## src/rtl/vend_credit_ctrl_pkg.sv

```systemverilog
// ---------------------------------------------------------------------------
// vend_credit_ctrl_pkg : shared state encodings, product ids, default prices
// Revision 1.0
// ---------------------------------------------------------------------------
`default_nettype none

package vend_credit_ctrl_pkg;

  localparam logic [1:0] ST_IDLE   = 2'd0;
  localparam logic [1:0] ST_CREDIT = 2'd1;
  localparam logic [1:0] ST_VEND   = 2'd2;
  localparam logic [1:0] ST_CHANGE = 2'd3;

  localparam int PROD_SNACK  = 0;
  localparam int PROD_COFFEE = 1;
  localparam int PROD_DRINK  = 2;
  localparam int PROD_CANDY  = 3;

  // id0 in the LSBs: snack=3, coffee=4, drink=4, candy=3 base units
  localparam logic [15:0] DEFAULT_PRICE_VEC = {4'd3, 4'd4, 4'd4, 4'd3};

endpackage

`default_nettype wire

```

## src/rtl/vend_price_lut.sv

```systemverilog
// ---------------------------------------------------------------------------
// vend_price_lut : combinational product id -> price lookup with id-valid flag
// Revision 1.0
// ---------------------------------------------------------------------------
`default_nettype none

module vend_price_lut
  import vend_credit_ctrl_pkg::*;
#(
  parameter int NUM_PROD = 4,
  parameter int SEL_W    = 2,
  parameter int CREDIT_W = 4,
  parameter logic [NUM_PROD*CREDIT_W-1:0] PRICE_VEC = DEFAULT_PRICE_VEC
) (
  input  logic [SEL_W-1:0]    sel_id,
  output logic [CREDIT_W-1:0] price,
  output logic                id_valid
);

  // Ids beyond NUM_PROD fall through with id_valid low and a zero price.
  always_comb begin
    price    = '0;
    id_valid = 1'b0;
    for (int i = 0; i < NUM_PROD; i++) begin
      if (int'(sel_id) == i) begin
        price    = PRICE_VEC[i*CREDIT_W +: CREDIT_W];
        id_valid = 1'b1;
      end
    end
  end

endmodule

`default_nettype wire

```

## src/rtl/vend_credit_ctrl.sv

```systemverilog
// ---------------------------------------------------------------------------
// vend_credit_ctrl : coin credit, pricing, cancel/refund and change payout
// Revision 1.0
// ---------------------------------------------------------------------------
`default_nettype none

module vend_credit_ctrl
  import vend_credit_ctrl_pkg::*;
#(
  parameter int NUM_PROD   = 4,
  parameter int SEL_W      = 2,
  parameter int COIN_W     = 2,
  parameter int CREDIT_W   = 4,
  parameter int MAX_CREDIT = 5,
  parameter logic [NUM_PROD*CREDIT_W-1:0] PRICE_VEC = DEFAULT_PRICE_VEC
) (
  input  logic                clock,
  input  logic                reset,
  input  logic                coin_valid,
  input  logic [COIN_W-1:0]   coin_value,
  input  logic                sel_valid,
  input  logic [SEL_W-1:0]    sel_id,
  input  logic                cancel,
  output logic                vend_valid,
  output logic [SEL_W-1:0]    vend_id,
  input  logic                vend_ack,
  output logic                change_valid,
  input  logic                change_ready,
  output logic                coin_reject,
  output logic                sel_denied,
  output logic [CREDIT_W-1:0] credit,
  output logic [1:0]          state
);

  localparam int SUM_W = CREDIT_W + 1;

  logic [CREDIT_W-1:0] price;
  logic                price_valid;
  logic [SUM_W-1:0]    sum;
  logic                coin_ok;
  logic                sel_ok;

  vend_price_lut #(
    .NUM_PROD  (NUM_PROD),
    .SEL_W     (SEL_W),
    .CREDIT_W  (CREDIT_W),
    .PRICE_VEC (PRICE_VEC)
  ) u_price_lut (
    .sel_id   (sel_id),
    .price    (price),
    .id_valid (price_valid)
  );

  // One extra bit on the sum so an over-limit coin can never wrap into range.
  assign sum     = {1'b0, credit} + SUM_W'(coin_value);
  assign coin_ok = (coin_value != '0) && (sum <= SUM_W'(MAX_CREDIT));
  assign sel_ok  = price_valid && (credit >= price);

  always_ff @(posedge clock) begin
    if (reset) begin
      state        <= ST_IDLE;
      credit       <= '0;
      vend_valid   <= 1'b0;
      vend_id      <= '0;
      change_valid <= 1'b0;
      coin_reject  <= 1'b0;
      sel_denied   <= 1'b0;
    end else begin
      coin_reject <= 1'b0;
      sel_denied  <= 1'b0;
      case (state)
        ST_IDLE, ST_CREDIT: begin
          // cancel > sel > coin; every losing strobe is reported as refused
          if (cancel) begin
            coin_reject <= coin_valid;
            sel_denied  <= sel_valid;
            if (state == ST_CREDIT) begin
              state        <= ST_CHANGE;
              change_valid <= 1'b1;
            end
          end else if (sel_valid) begin
            coin_reject <= coin_valid;
            if (sel_ok) begin
              credit     <= credit - price;
              vend_id    <= sel_id;
              vend_valid <= 1'b1;
              state      <= ST_VEND;
            end else begin
              sel_denied <= 1'b1;
            end
          end else if (coin_valid) begin
            if (coin_ok) begin
              credit <= sum[CREDIT_W-1:0];
              state  <= ST_CREDIT;
            end else begin
              coin_reject <= 1'b1;
            end
          end
        end
        ST_VEND: begin
          coin_reject <= coin_valid;
          sel_denied  <= sel_valid;
          if (vend_ack) begin
            vend_valid <= 1'b0;
            if (credit != '0) begin
              state        <= ST_CHANGE;
              change_valid <= 1'b1;
            end else begin
              state <= ST_IDLE;
            end
          end
        end
        default: begin
          coin_reject <= coin_valid;
          sel_denied  <= sel_valid;
          // Last coin handshake drops change_valid and returns to IDLE together.
          if (change_valid && change_ready) begin
            credit <= credit - CREDIT_W'(1);
            if (credit == CREDIT_W'(1)) begin
              change_valid <= 1'b0;
              state        <= ST_IDLE;
            end
          end
        end
      endcase
    end
  end

endmodule

`default_nettype wire

```

## config.mk

```make
export PLATFORM = sky130hd
export DESIGN_NAME = vend_credit_ctrl
export DESIGN_NICKNAME = d
export VERILOG_FILES = /design/src/rtl/vend_credit_ctrl_pkg.sv /design/src/rtl/vend_price_lut.sv /design/src/rtl/vend_credit_ctrl.sv
export SDC_FILE = /design/constraint.sdc
export NUM_CORES = 1
export LEC_CHECK = 0
export CAP_MARGIN = 10
export CORE_ASPECT_RATIO = 0.5
export CORE_UTILIZATION = 35
export DETAILED_ROUTE_END_ITERATION = 7
export PLACE_DENSITY_LB_ADDON = 0.15
export SYNTH_ARGS = -nofsm -noshare
export SYNTH_HDL_FRONTEND = slang
export SYNTH_SLANG_ARGS = --single-unit
```

## constraint.sdc

```tcl
create_clock -name clock -period 2.75 [get_ports clock]
set_input_delay 0.4125 -clock clock [delete_from_list [all_inputs] [get_ports clock]]
set_output_delay 0.4125 -clock clock [all_outputs]
set_load 0.005 [all_outputs]
```

== Yosys cells after proc, flatten, opt, wreduce, memory -nomap -nowiden ==
Cells that the tools add are included.
Storage, ports and cells
  word-level logic and storage cells: 98
  bits of input ports: 11
  bits in registers: 12
  output and inout port bits: 12
Cells by class
  $lt $le $gt $ge: 2
  muxes and demuxes: 47
  add/sub/neg operators: 3
  bitwise gates (word level): 2
  reduce and logical (&&, ||, !) cells: 17
  eq/ne operators: 20
Operators by type and width (number)
  two-way mux 4 bit: 6
  two-way mux 1 bit: 23
  two-way mux 2 bit: 11
  inequality test 2 bit (second input constant): 7
  inequality test 3 bit (second input constant): 4
  inequality test 4 bit (second input constant): 3
  AND reduction 6 bit: 2
  two-way mux 3 bit: 3
  case mux 4 bit (2 select lines): 1
  AND reduction 7 bit: 1
  equality test 2 bit (second input constant): 3
  nonzero test 2 bit: 3
  nonzero test 3 bit: 2
  adder 4 x 2 -> 5 bit: 1
  <= comparator 5 x 3 -> 1 bit (second input constant): 1
  AND reduction 5 bit: 1
  equality test 2 x 1 -> 1 bit (second input constant): 2
  equality test 4 x 1 -> 1 bit (second input constant): 1
  >= comparator 4 bit: 1
  zero test 2 bit: 2
  case mux 1 bit (2 select lines): 2
  case mux 2 bit (2 select lines): 1
  AND reduction 4 bit: 1
  nonzero test 4 bit: 1
  other kinds (5): 8

== Depth between registers and ports, before layout ==
Gate-level depths: netlist of the first run.
  word-level depth: 11
  mapped depth: 9
  gate-level depth less buffers: 9

== Modules after synthesis ==
Synthesis of the first run repeated with hierarchy kept, for this count alone.
Second synthesis, totals
  cells, all modules: 134
  area, all modules: 1066.0 um2
Modules (own cells, without submodules)
  vend_credit_ctrl: cells an instance 127, times used 1, seq. area each 240.2 um2, area an instance 1012.2 um2
  vend_price_lut: cells an instance 7, times used 1, seq. area each 0.0 um2, area an instance 53.8 um2

== Least setup slack after synthesis of the first run ==
OpenSTA, ideal clock, no wires.
  path kind: input port to flip-flop
  start: in sel_id[0]
  end: reg credit[3]
  setup time: 123 ps
  required time: 2627 ps
  arrival: 2527 ps
  stages: 9
  slack: 99 ps
  buffers on the path: 0
  path through: ha_1 inv_1 ha_1 fa_1 nand2b_1 a32oi_1 a31oi_1 a32oi_1 mux2_1
On the way
  word-level cells in the longest chain between the ends: 10
  elaborated cells between the ends (all ways): 21
  those cells by class: add/sub (1); order compare (1); eq/ne (4); mux (12); reduce/logical (3)
RTL lines
  start, declared: line vend_credit_ctrl.sv:22  | input logic [SEL_W-1:0] sel_id,
  zero test 2 bit: line vend_price_lut.sv:25  | if (int'(sel_id) == i) begin
  two-way mux 2 bit: line vend_price_lut.sv:25
  two-way mux 3 bit (3 in series): line vend_price_lut.sv:25
  subtractor 4 bit: line vend_credit_ctrl.sv:84  | credit <= credit - price;
  two-way mux 4 bit: line vend_credit_ctrl.sv:83  | if (sel_ok) begin
  two-way mux 4 bit: line vend_credit_ctrl.sv:81  | end else if (sel_valid) begin
  two-way mux 4 bit: line vend_credit_ctrl.sv:74  | if (cancel) begin
  case mux 4 bit (2 select lines): line vend_credit_ctrl.sv:71  | case (state)
  end signal, assigned: line vend_credit_ctrl.sv:84
  end signal, assigned: line vend_credit_ctrl.sv:93  | credit <= sum[CREDIT_W-1:0];
  end signal, assigned: line vend_credit_ctrl.sv:118  | credit <= credit - CREDIT_W'(1);
  end, declared: line vend_credit_ctrl.sv:31  | output logic [CREDIT_W-1:0] credit,
Several ways; a longest one is shown, not always the timed one. The select of a mux whose other input is x is not followed.
A chain may end at the register's enable or synchronous reset.

== Worst setup path after layout of the first run ==
  start: in coin_value[0]
  end: reg credit[3]
On the way
  word-level cells in the longest chain between the ends: 6
  elaborated cells between the ends (all ways): 11
  those cells by class: add/sub (1); order compare (1); eq/ne (1); mux (5); reduce/logical (3)
RTL lines
  start, declared: line vend_credit_ctrl.sv:20  | input logic [COIN_W-1:0] coin_value,
  branches (longest 6 deep; another with adder 4 x 2 -> 5 bit)
Parallel ways; which one is timed is not known. The select of a mux whose other input is x is not followed.

==> impl_metrics.py, run 1 <==
metrics = {
    "clock_network": {
        "cts_tree": "built",
        "htreeDepth": 1,
        "cts_sinks": 12,
        "hold_buffers": 0,
        "clockBufferDepth": 2,
        "clk_latency_ps": 240,
        "cts_root_buf": "clkbuf_8",
        "cts_made_buffers": 3,
        "path_clk_slew_ps": 50,
    },
    "timing": {
        "finalSetupTns_ps": 0,
        "skew_ps": 4.551,
        "rsz0062_at_grt": "no",
        "fmax_ghz": 0.3838,
        "setup_ws_ps": 144.7,
        "drv_slew": 0,
        "relSlewSlack": 0.6653,
        "setup_viol": 0,
        "period_minus_slack_ps": 2605,
        "hold_violations": 0,
        "holdWs_ps": 501.4,
        "tightest_slew_ps": 500.5,
        "fin_crit_sh": 0.9474,
    },
    "place": {
        "gp_congestion": 0.8893,
        "hpwl_mm": 2.008,
        "place_area_sq_um": 1315,
        "pre_cts_slack_ps": -338.2,
        "port-buffer-count": 22,
        "placed_cells": 186,
    },
    "power_and_ir_drop": {
        "leakage_nw": 0.5930,
        "power_mw": 0.7908,
        "powerDensity_nw_per_um2": 558.8,
        "ir_worst_vdd_mv": 0.2175,
    },
    "floorplan": {
        "die_w_um": 75.57,
        "initial_core_util": 0.3968,
        "rows": 12,
        "pin_count": 23,
        "die_y_um": 38.79,
        "die_area_sq_um": 2931,
        "coreArea_sq_um": 2387,
    },
    "yosys": {
        "synth-seq-cells": 12,
        "seq_area_frac_synth": 0.2536,
        "synth_ff_type": "dfxtp_1",
        "synth_warnings": 0,
        "yosysUniqueCellTypes": 37,
        "postSynthCellCount": 117,
        "syn_area_sq_um": 947.2,
        "synth_edf_count": 0,
        "synth_nets": 139,
        "avgSynthCellArea_sq_um": 8.095,
        "postSynth.asyncResetShare": 0,
    },
    "grt": {
        "track_usage": 0.2250,
        "grt_pass1_wl_mm": 4.540,
        "grt_pass1_vias": 926,
        "grt_start_max_net_pins": 23,
        "grt-ovfl-total": 0,
        "antenna_found_initial": 0,
    },
    "worst_setup_path": {
        "endpoint_kind": "flip-flop",
        "reg2reg_depth": 10,
        "path_class": "in2reg",
        "crit_required_ps": 2880,
        "setup.worst_path.start_class": "input pin",
        "cp_data_arrival_time_ps": 2740,
        "cp_max_fo": 5,
    },
    "hold_path": {
        "hold_class": "reg2reg",
        "min_path_cells": 2,
    },
    "layout": {
        "final_area_sq_um": 1415,
        "fin_util": 0.5928,
        "antenna_cells": 0,
        "drive_gt1_frac": 0.1987,
        "nets": 180,
        "final_cell_mix": "clkdlybuf4s50_1 (20), buf_4 (18), nor2_1 (14)",
        "final-instance-count-excl-fill": 191,
        "syn2layout_area_growth_pct": 49.41,
        "final_common_cell": "clkdlybuf4s50_1",
    },
    "detailed_routing": {
        "vias": 1031,
        "routed_wirelength_mm": 2.754,
        "first_pass_iters": 4,
        "wl_per_cell_um": 14.42,
        "drc": 0,
        "ant_nets": 0,
        "vias_per_cell": 5.398,
        "drt_iter0_drc": 33,
    },
    "job": {
        "drv_cap": 0,
    },
    "outcome": {
        "status": "complete, no violations",
    },
}
## final timing paths
path	start	to	slack, ps
setup / recovery	coin_value[0]	credit[3]	140
hold / removal	vend_id[1]	vend_id[1]	500
setup reg to reg	credit[0]	credit[2]	420
hold reg to reg	vend_id[1]	vend_id[1]	500
## per-layer routing
metal,track usage,vias to the layer above,routed length [um],part of all wire
met4,0.05556,0,19,0.0069
met1,0.3054,488,1405,0.51
met5,0,-,0,0
li1,-,509,-,-
met3,0.07031,2,165,0.060
met2,0.3460,32,1164,0.42
## critical path, stage by stage
cell and delay [ps]:
clkdlybuf4s50_1 440, ha_1 230, inv_1 70, fa_2 220
and3_1 160, a211oi_1 90, or4_4 600, a32oi_2 180
mux2_1 330
## state kept, by name, indices dropped and copies added (netlist names)
| signal | cells |
|---|---|
| change_valid | 1 |
| vend_valid | 1 |
| credit | 4 |
| state | 2 |
| coin_reject | 1 |
| sel_denied | 1 |
| vend_id | 2 |
## area by class of cell
type,count,area [sq um]
Inverter,10,37.54
Multi-Input combinational cell,91,695.7
Fill cell,219,972.2
Timing Repair Buffer,40,356.6
Clock buffer,3,41.29
Tap cell,35,43.79
Sequential cell,12,240.2
## cells in the mapped netlist, types with 2 or more instances
cell      number  area, sq um
nor2_1        14        52.55
dfxtp_1       12        240.2
a21oi_1        9        45.04
ha_1           9        112.6
inv_1          8        30.03
a211oi_1       6        45.04
nand2_1        6        22.52
mux2i_1        4        40.04
clkbuf_1       3        11.26
nand2b_1       3        18.77
nand3_1        3        15.01
o21ai_0        3        15.01
a221oi_1       2        17.52
a31oi_1        2        12.51
a32oi_1        2        17.52
and3_1         2        12.51
fa_1           2        40.04
inv_2          2        7.510
nand4_1        2        12.51
nor2b_1        2        12.51
nor3_1         2        10.01
o21ai_1        2        10.01
o32ai_1        2        17.52
xor2_1         2        17.52
## report_power, final
group / leakage, nW / total [mW] / internal (mW) / switching, mW
Clock: 0.0216 / 0.163 / 0.0967 / 0.0661
Combinational: 0.473 / 0.397 / 0.208 / 0.189
Sequential: 0.0981 / 0.231 / 0.200 / 0.0311
## kinds of logic after synthesis
group	after synthesis	synth area share
and+or+nand+nor	40	0.2219
AOI/OAI and AO/OA	33	0.2338
buffers and inverters	14	0.05680
DFF	12	0.2536
adders and majority gates	11	0.1612
muxes	5	0.05416
xor gates and xnor gates	2	0.01850
## what timing repair did
action,CTS,global route
resized for setup,3,5
setup buffers,2,0
pin swaps,4,3
setup endpoints to repair,1,8
(Power assumes the default switching activity.)
==> run 2, diff against run 1 <==
==> constraint.sdc (replaced) <==
create_clock -name clock -period 2.3 [get_ports clock]
set_input_delay 0.345 -clock clock [delete_from_list [all_inputs] [get_ports clock]]
set_output_delay 0.345 -clock clock [all_outputs]
set_load 0.005 [all_outputs]
==> impl_metrics.py, run 2 (synthesized netlist as in run 1, its figures left out) <==
metrics = {
    "worst_setup_path": {
        "path_class": "in2reg",
        "cp_slowest_cell": "or4_4",
        "path_cells": "clkdlybuf4s15_1 > ha_4 > inv_2 > fa_2 > and3_4 > a211oi_4 > or4_4 > a32oi_1 > mux2_1",
        "crit_path_max_incr_delay_ps": 560,
        "cp_top_family": "simple AND/OR/NAND/NOR gates",
        "endpoint_kind": "flip-flop",
        "cp_max_fo": 4,
        "crit_required_ps": 2430,
        "cp_data_arrival_time_ps": 2390,
        "setup.worst_path.start_class": "input pin",
        "worst-path-buf-inv": 2,
    },
    "floorplan": {
        "die_area_sq_um": 2931,
        "initial_core_util": 0.3968,
        "die_y_um": 38.79,
        "pin_count": 23,
        "rows": 12,
        "coreArea_sq_um": 2387,
        "die_w_um": 75.57,
    },
    "detailed_routing": {
        "drt_iter0_drc": 44,
        "wl_per_cell_um": 13.92,
        "routed_wirelength_mm": 2.770,
        "wl_met3_um": 150,
        "vias_per_cell": 5.231,
        "vias": 1041,
        "ant_nets": 0,
        "m1WireLength_mm": 1.421,
        "drc": 0,
        "wl_met2_mm": 1.189,
        "first_pass_iters": 4,
        "route.top_layer_used": "met4",
    },
    "place": {
        "placed_cells": 192,
        "pre_cts_slack_ps": -574.5,
        "port-buffer-count": 22,
        "gp_congestion": 0.8520,
        "hpwl_mm": 2.135,
    },
    "grt": {
        "antenna_found_initial": 0,
        "grt_start_max_net_pins": 23,
        "track_usage": 0.2177,
        "grt_pass1_vias": 956,
        "grt-ovfl-total": 0,
        "grt_pass1_wl_mm": 4.491,
    },
    "layout": {
        "final_common_cell": "buf_4",
        "fin_util": 0.6468,
        "fill_cells": 195,
        "multi_input_area_sq_um": 767.0,
        "syn2layout_area_growth_pct": 63.01,
        "drive_gt1_frac": 0.2988,
        "largest_register_ffs": 4,
        "regMostFlops": "credit",
        "final_cell_mix": "buf_4 (25), clkdlybuf4s50_1 (18), nor2_1 (14)",
        "largestRegisters": "credit x4, state x2, vend_id x2",
        "nets": 187,
        "antenna_cells": 0,
        "seq_area_sq_um": 241.5,
        "final-instance-count-excl-fill": 199,
    },
    "clock_network": {
        "path_clk_slew_ps": 60,
        "clk_latency_ps": 250,
        "clockBufferDepth": 2,
        "hold_buffers": 0,
        "htreeDepth": 1,
        "cts_root_buf": "clkbuf_8",
        "cts_tree": "built",
        "cts_made_buffers": 3,
        "cts_sinks": 12,
    },
    "power_and_ir_drop": {
        "powerDensity_nw_per_um2": 681.4,
        "leakage_nw": 0.6363,
        "ir_worst_vdd_mv": 0.2641,
    },
    "timing": {
        "fin_crit_sh": 0.9827,
        "setup_ws_ps": 39.77,
        "setup_viol": 0,
        "skew_ps": 1.090,
        "relSlewSlack": 0.6678,
        "holdWs_ps": 415.0,
        "period_minus_slack_ps": 2260,
        "hold_violations": 0,
        "drv_slew": 0,
        "fmax_ghz": 0.4424,
        "tightest_slew_ps": 496.7,
    },
    "hold_path": {
        "hold_class": "in2reg",
    },
    "job": {
        "drv_cap": 0,
    },
    "outcome": {
        "status": "complete, no violations",
    },
}
## run 2: worst reg2reg max path, cell delays in order (launching register included)
cell and delay (ps):
dfxtp_2 340, ha_4 170, inv_2 50, fa_2 210
and3_4 200, a211oi_4 60, or4_4 560, a32oi_1 180
mux2_1 350
## run 2: routing by layer
metal / track usage / vias up
li1: - / 531
met5: 0 / -
met4: 0.03241 / 0
met1: 0.2762 / 479
met3: 0.05469 / 2
met2: 0.3839 / 29
## run 2: final timing paths
check,from,end,slack (ps),cells past startpoint
max,coin_value[0],credit[3],40,9
min,sel_id[1],vend_id[1],410,3
max reg2reg,credit[0],credit[3],60,8
min reg2reg,vend_id[0],vend_id[0],520,2
## run 2: what timing repair did
action / 4_1_cts / 5_1_grt
pin swaps: 9 / 6
buffers inserted: 3 / 0
gates resized for setup: 13 / 5
cloned: 0 / 0
endpoints found under the setup margin: 9 / 2
## run 2: power by group
group | switching (mW) | internal [mW]
clock | 0.0871 | 0.152
sequential | 0.0364 | 0.239
combinational | 0.249 | 0.289
total | 0.372 | 0.680
## run 2: area by class of cell
class / instances / share of cell area
flip-flops and latches: 12 / 0.1564
multi-input cells: 91 / 0.4968
inverters: 10 / 0.02593
repair buffers: 47 / 0.2569
clock buffers: 4 / 0.03566
well taps: 35 / 0.02836
## run 2: through the flow
stage | setup TNS, ps | instance area [sq um] | total power, mW
6_report | 0 | 1544 | 1.052
5_1_grt | -12.45 | 1544 | 1.126
4_1_cts | 0 | 1513 | 1.038
3_5_place_dp | -4338 | 1438 | 0.7868
3_3_place_gp | -4119 | 1438 | 0.7792
2_1_floorplan | -1.118 | 1025 | 0.5620
==> run 3, diff against run 2 <==
--- a/config.mk
+++ b/config.mk
@@ -10,6 +10,8 @@
 export CORE_UTILIZATION = 35
 export DETAILED_ROUTE_END_ITERATION = 7
 export PLACE_DENSITY_LB_ADDON = 0.15
+export SKIP_CTS_REPAIR_TIMING = 1
 export SYNTH_ARGS = -nofsm -noshare
 export SYNTH_HDL_FRONTEND = slang
 export SYNTH_SLANG_ARGS = --single-unit
+export TNS_END_PERCENT = 10
==> impl_metrics.py, run 3 (synthesized netlist as in run 1, its figures left out) <==
metrics = {
    "floorplan": {
        "rows": 12,
        "die_y_um": 38.79,
        "pin_count": 23,
        "initial_core_util": 0.3968,
        "coreArea_sq_um": 2387,
        "die_area_sq_um": 2931,
        "die_w_um": 75.57,
    },
    "timing": {
        "setup_ws_ps": -33.55,
        "holdWs_ps": 421.1,
        "period_minus_slack_ps": 2334,
        "finalSetupTns_ps": -33.55,
        "drv_slew": 0,
        "fin_crit_sh": 1.015,
        "relSlewSlack": 0.6638,
        "hold_violations": 0,
        "rsz0062_at_grt": "yes",
        "tightest_slew_ps": 502.8,
        "skew_ps": 1.079,
        "setup_viol": 1,
        "fmax_ghz": 0.4285,
    },
    "layout": {
        "largest_register_ffs": 4,
        "final_cell_mix": "buf_4 (24), clkdlybuf4s50_1 (18), nor2_1 (14)",
        "antenna_cells": 0,
        "final_common_cell": "buf_4",
        "syn2layout_area_growth_pct": 63.67,
        "regMostFlops": "credit",
        "drive_gt1_frac": 0.2945,
        "fill_cells": 191,
        "largestRegisters": "credit x4, state x2, vend_id x2",
        "nets": 186,
    },
    "detailed_routing": {
        "vias": 1059,
        "wl_per_cell_um": 14.41,
        "ant_nets": 0,
        "vias_per_cell": 5.348,
        "wl_met2_mm": 1.309,
        "drt_iter0_drc": 41,
        "routed_wirelength_mm": 2.853,
        "route.top_layer_used": "met4",
        "drc": 0,
        "m1WireLength_mm": 1.291,
        "wl_met3_um": 213,
        "first_pass_iters": 4,
    },
    "worst_setup_path": {
        "crit_required_ps": 2430,
        "cp_top_family": "simple AND/OR/NAND/NOR gates",
        "r2r_end": "credit[3]",
        "endpoint_kind": "flip-flop",
        "cp_slowest_cell": "or4_4",
        "startpoint": "credit[0]",
        "rrSetupSlack_ps": -30,
        "crit_path_max_incr_delay_ps": 590,
        "path_cells": "ha_4 > inv_2 > fa_2 > and3_4 > a211oi_4 > or4_4 > a32oi_1 > mux2_1",
        "cp_data_arrival_time_ps": 2460,
        "worst-path-buf-inv": 1,
        "setup.worst_path.start_class": "flip-flop",
        "path_class": "reg2reg",
        "worstSetupEndpoint": "credit[3]",
        "reg2reg_depth": 8,
        "timing.rr.start": "credit[0]",
        "crit_cells": 8,
        "cp_max_fo": 5,
    },
    "grt": {
        "antenna_found_initial": 0,
        "grt_pass1_wl_mm": 4.409,
        "grt-ovfl-total": 0,
        "grt_pass1_vias": 948,
        "track_usage": 0.2125,
        "grt_start_max_net_pins": 23,
    },
    "clock_network": {
        "cts_made_buffers": 3,
        "htreeDepth": 1,
        "clockBufferDepth": 2,
        "clk_latency_ps": 250,
        "cts_root_buf": "clkbuf_8",
        "cts_sinks": 12,
        "cts_tree": "built",
        "path_clk_slew_ps": 60,
    },
    "place": {
        "gp_congestion": 0.8520,
        "port-buffer-count": 22,
        "hpwl_mm": 2.135,
    },
    "outcome": {
        "violations": "setup timing",
        "status": "finished with violations",
    },
    "hold_path": {
        "hold_class": "in2reg",
    },
    "power_and_ir_drop": {
        "ir_worst_vdd_mv": 0.2666,
        "leakage_nw": 0.6572,
        "powerDensity_nw_per_um2": 678.8,
    },
    "job": {
        "drv_cap": 0,
    },
}
-- run 3: changes by cell type in the layout (fill, tap and decap cells not counted) --
cell             change
a211oi_2             +1
a211oi_4             -1
buf_2                -2
buf_4                -1
clkbuf_2             +1
clkdlybuf4s15_1      -1
dlygate4sd2_1        -1
dlymetal6s2s_1       +3
inv_2                -1
inv_4                +1
nand3_1              -1
nand3_2              +1
-- run 3: per-layer routing --
layer | global-route usage | vias to the layer above
met5 | 0 | -
met4 | 0.03241 | 0
met3 | 0.05469 | 7
met2 | 0.3817 | 36
met1 | 0.2639 | 491
li1 | - | 525
-- run 3: how the worst min path moves through the flow --
stage	from	endpoint	slack, ps	cells past startpoint
final	sel_id[1]	vend_id[1]	420	3
after global routing	sel_id[1]	vend_id[1]	440	3
after CTS	vend_id[0]	vend_id[0]	520	2
after detailed placement	vend_id[0]	vend_id[0]	490	2
after global placement	vend_id[1]	vend_id[1]	490	2
after floorplan	coin_valid	coin_reject	460	2
-- run 3: area by class of cell --
cell class                 instances  area, sq um  area share
clock buffer                       4        55.05     0.03551
inverter                          10        42.54     0.02744
multi-input combinational         91        764.5      0.4931
sequential                        12        241.5      0.1558
tap                               35        43.79     0.02825
timing repair buffer              46        402.9      0.2599
-- run 3: worst min-delay path, cell delays in order --
cell	delay [ps]
clkbuf_2	130
mux2i_1	80
nor2_1	80
-- run 3: stage by stage --
stage | instances | utilization | instance area (sq um) | setup slack, ps | power, mW
2_1_floorplan | 117 | - | 1025 | -1.118 | 0.5620
3_3_place_gp | 192 | 0.6022 | 1438 | -521.5 | 0.7792
3_5_place_dp | 192 | 0.6022 | 1438 | -574.5 | 0.7868
4_1_cts | 196 | 0.6253 | 1493 | -322.8 | 1.030
5_1_grt | 198 | 0.6494 | 1550 | -84.12 | 1.124
6_report | 198 | 0.6494 | 1550 | -33.55 | 1.052
-- run 3: report_power, final --
| group | internal (mW) | switching, mW |
|---|---|---|
| combinational | 0.287 | 0.252 |
| sequential | 0.239 | 0.0352 |
| clock | 0.152 | 0.0875 |
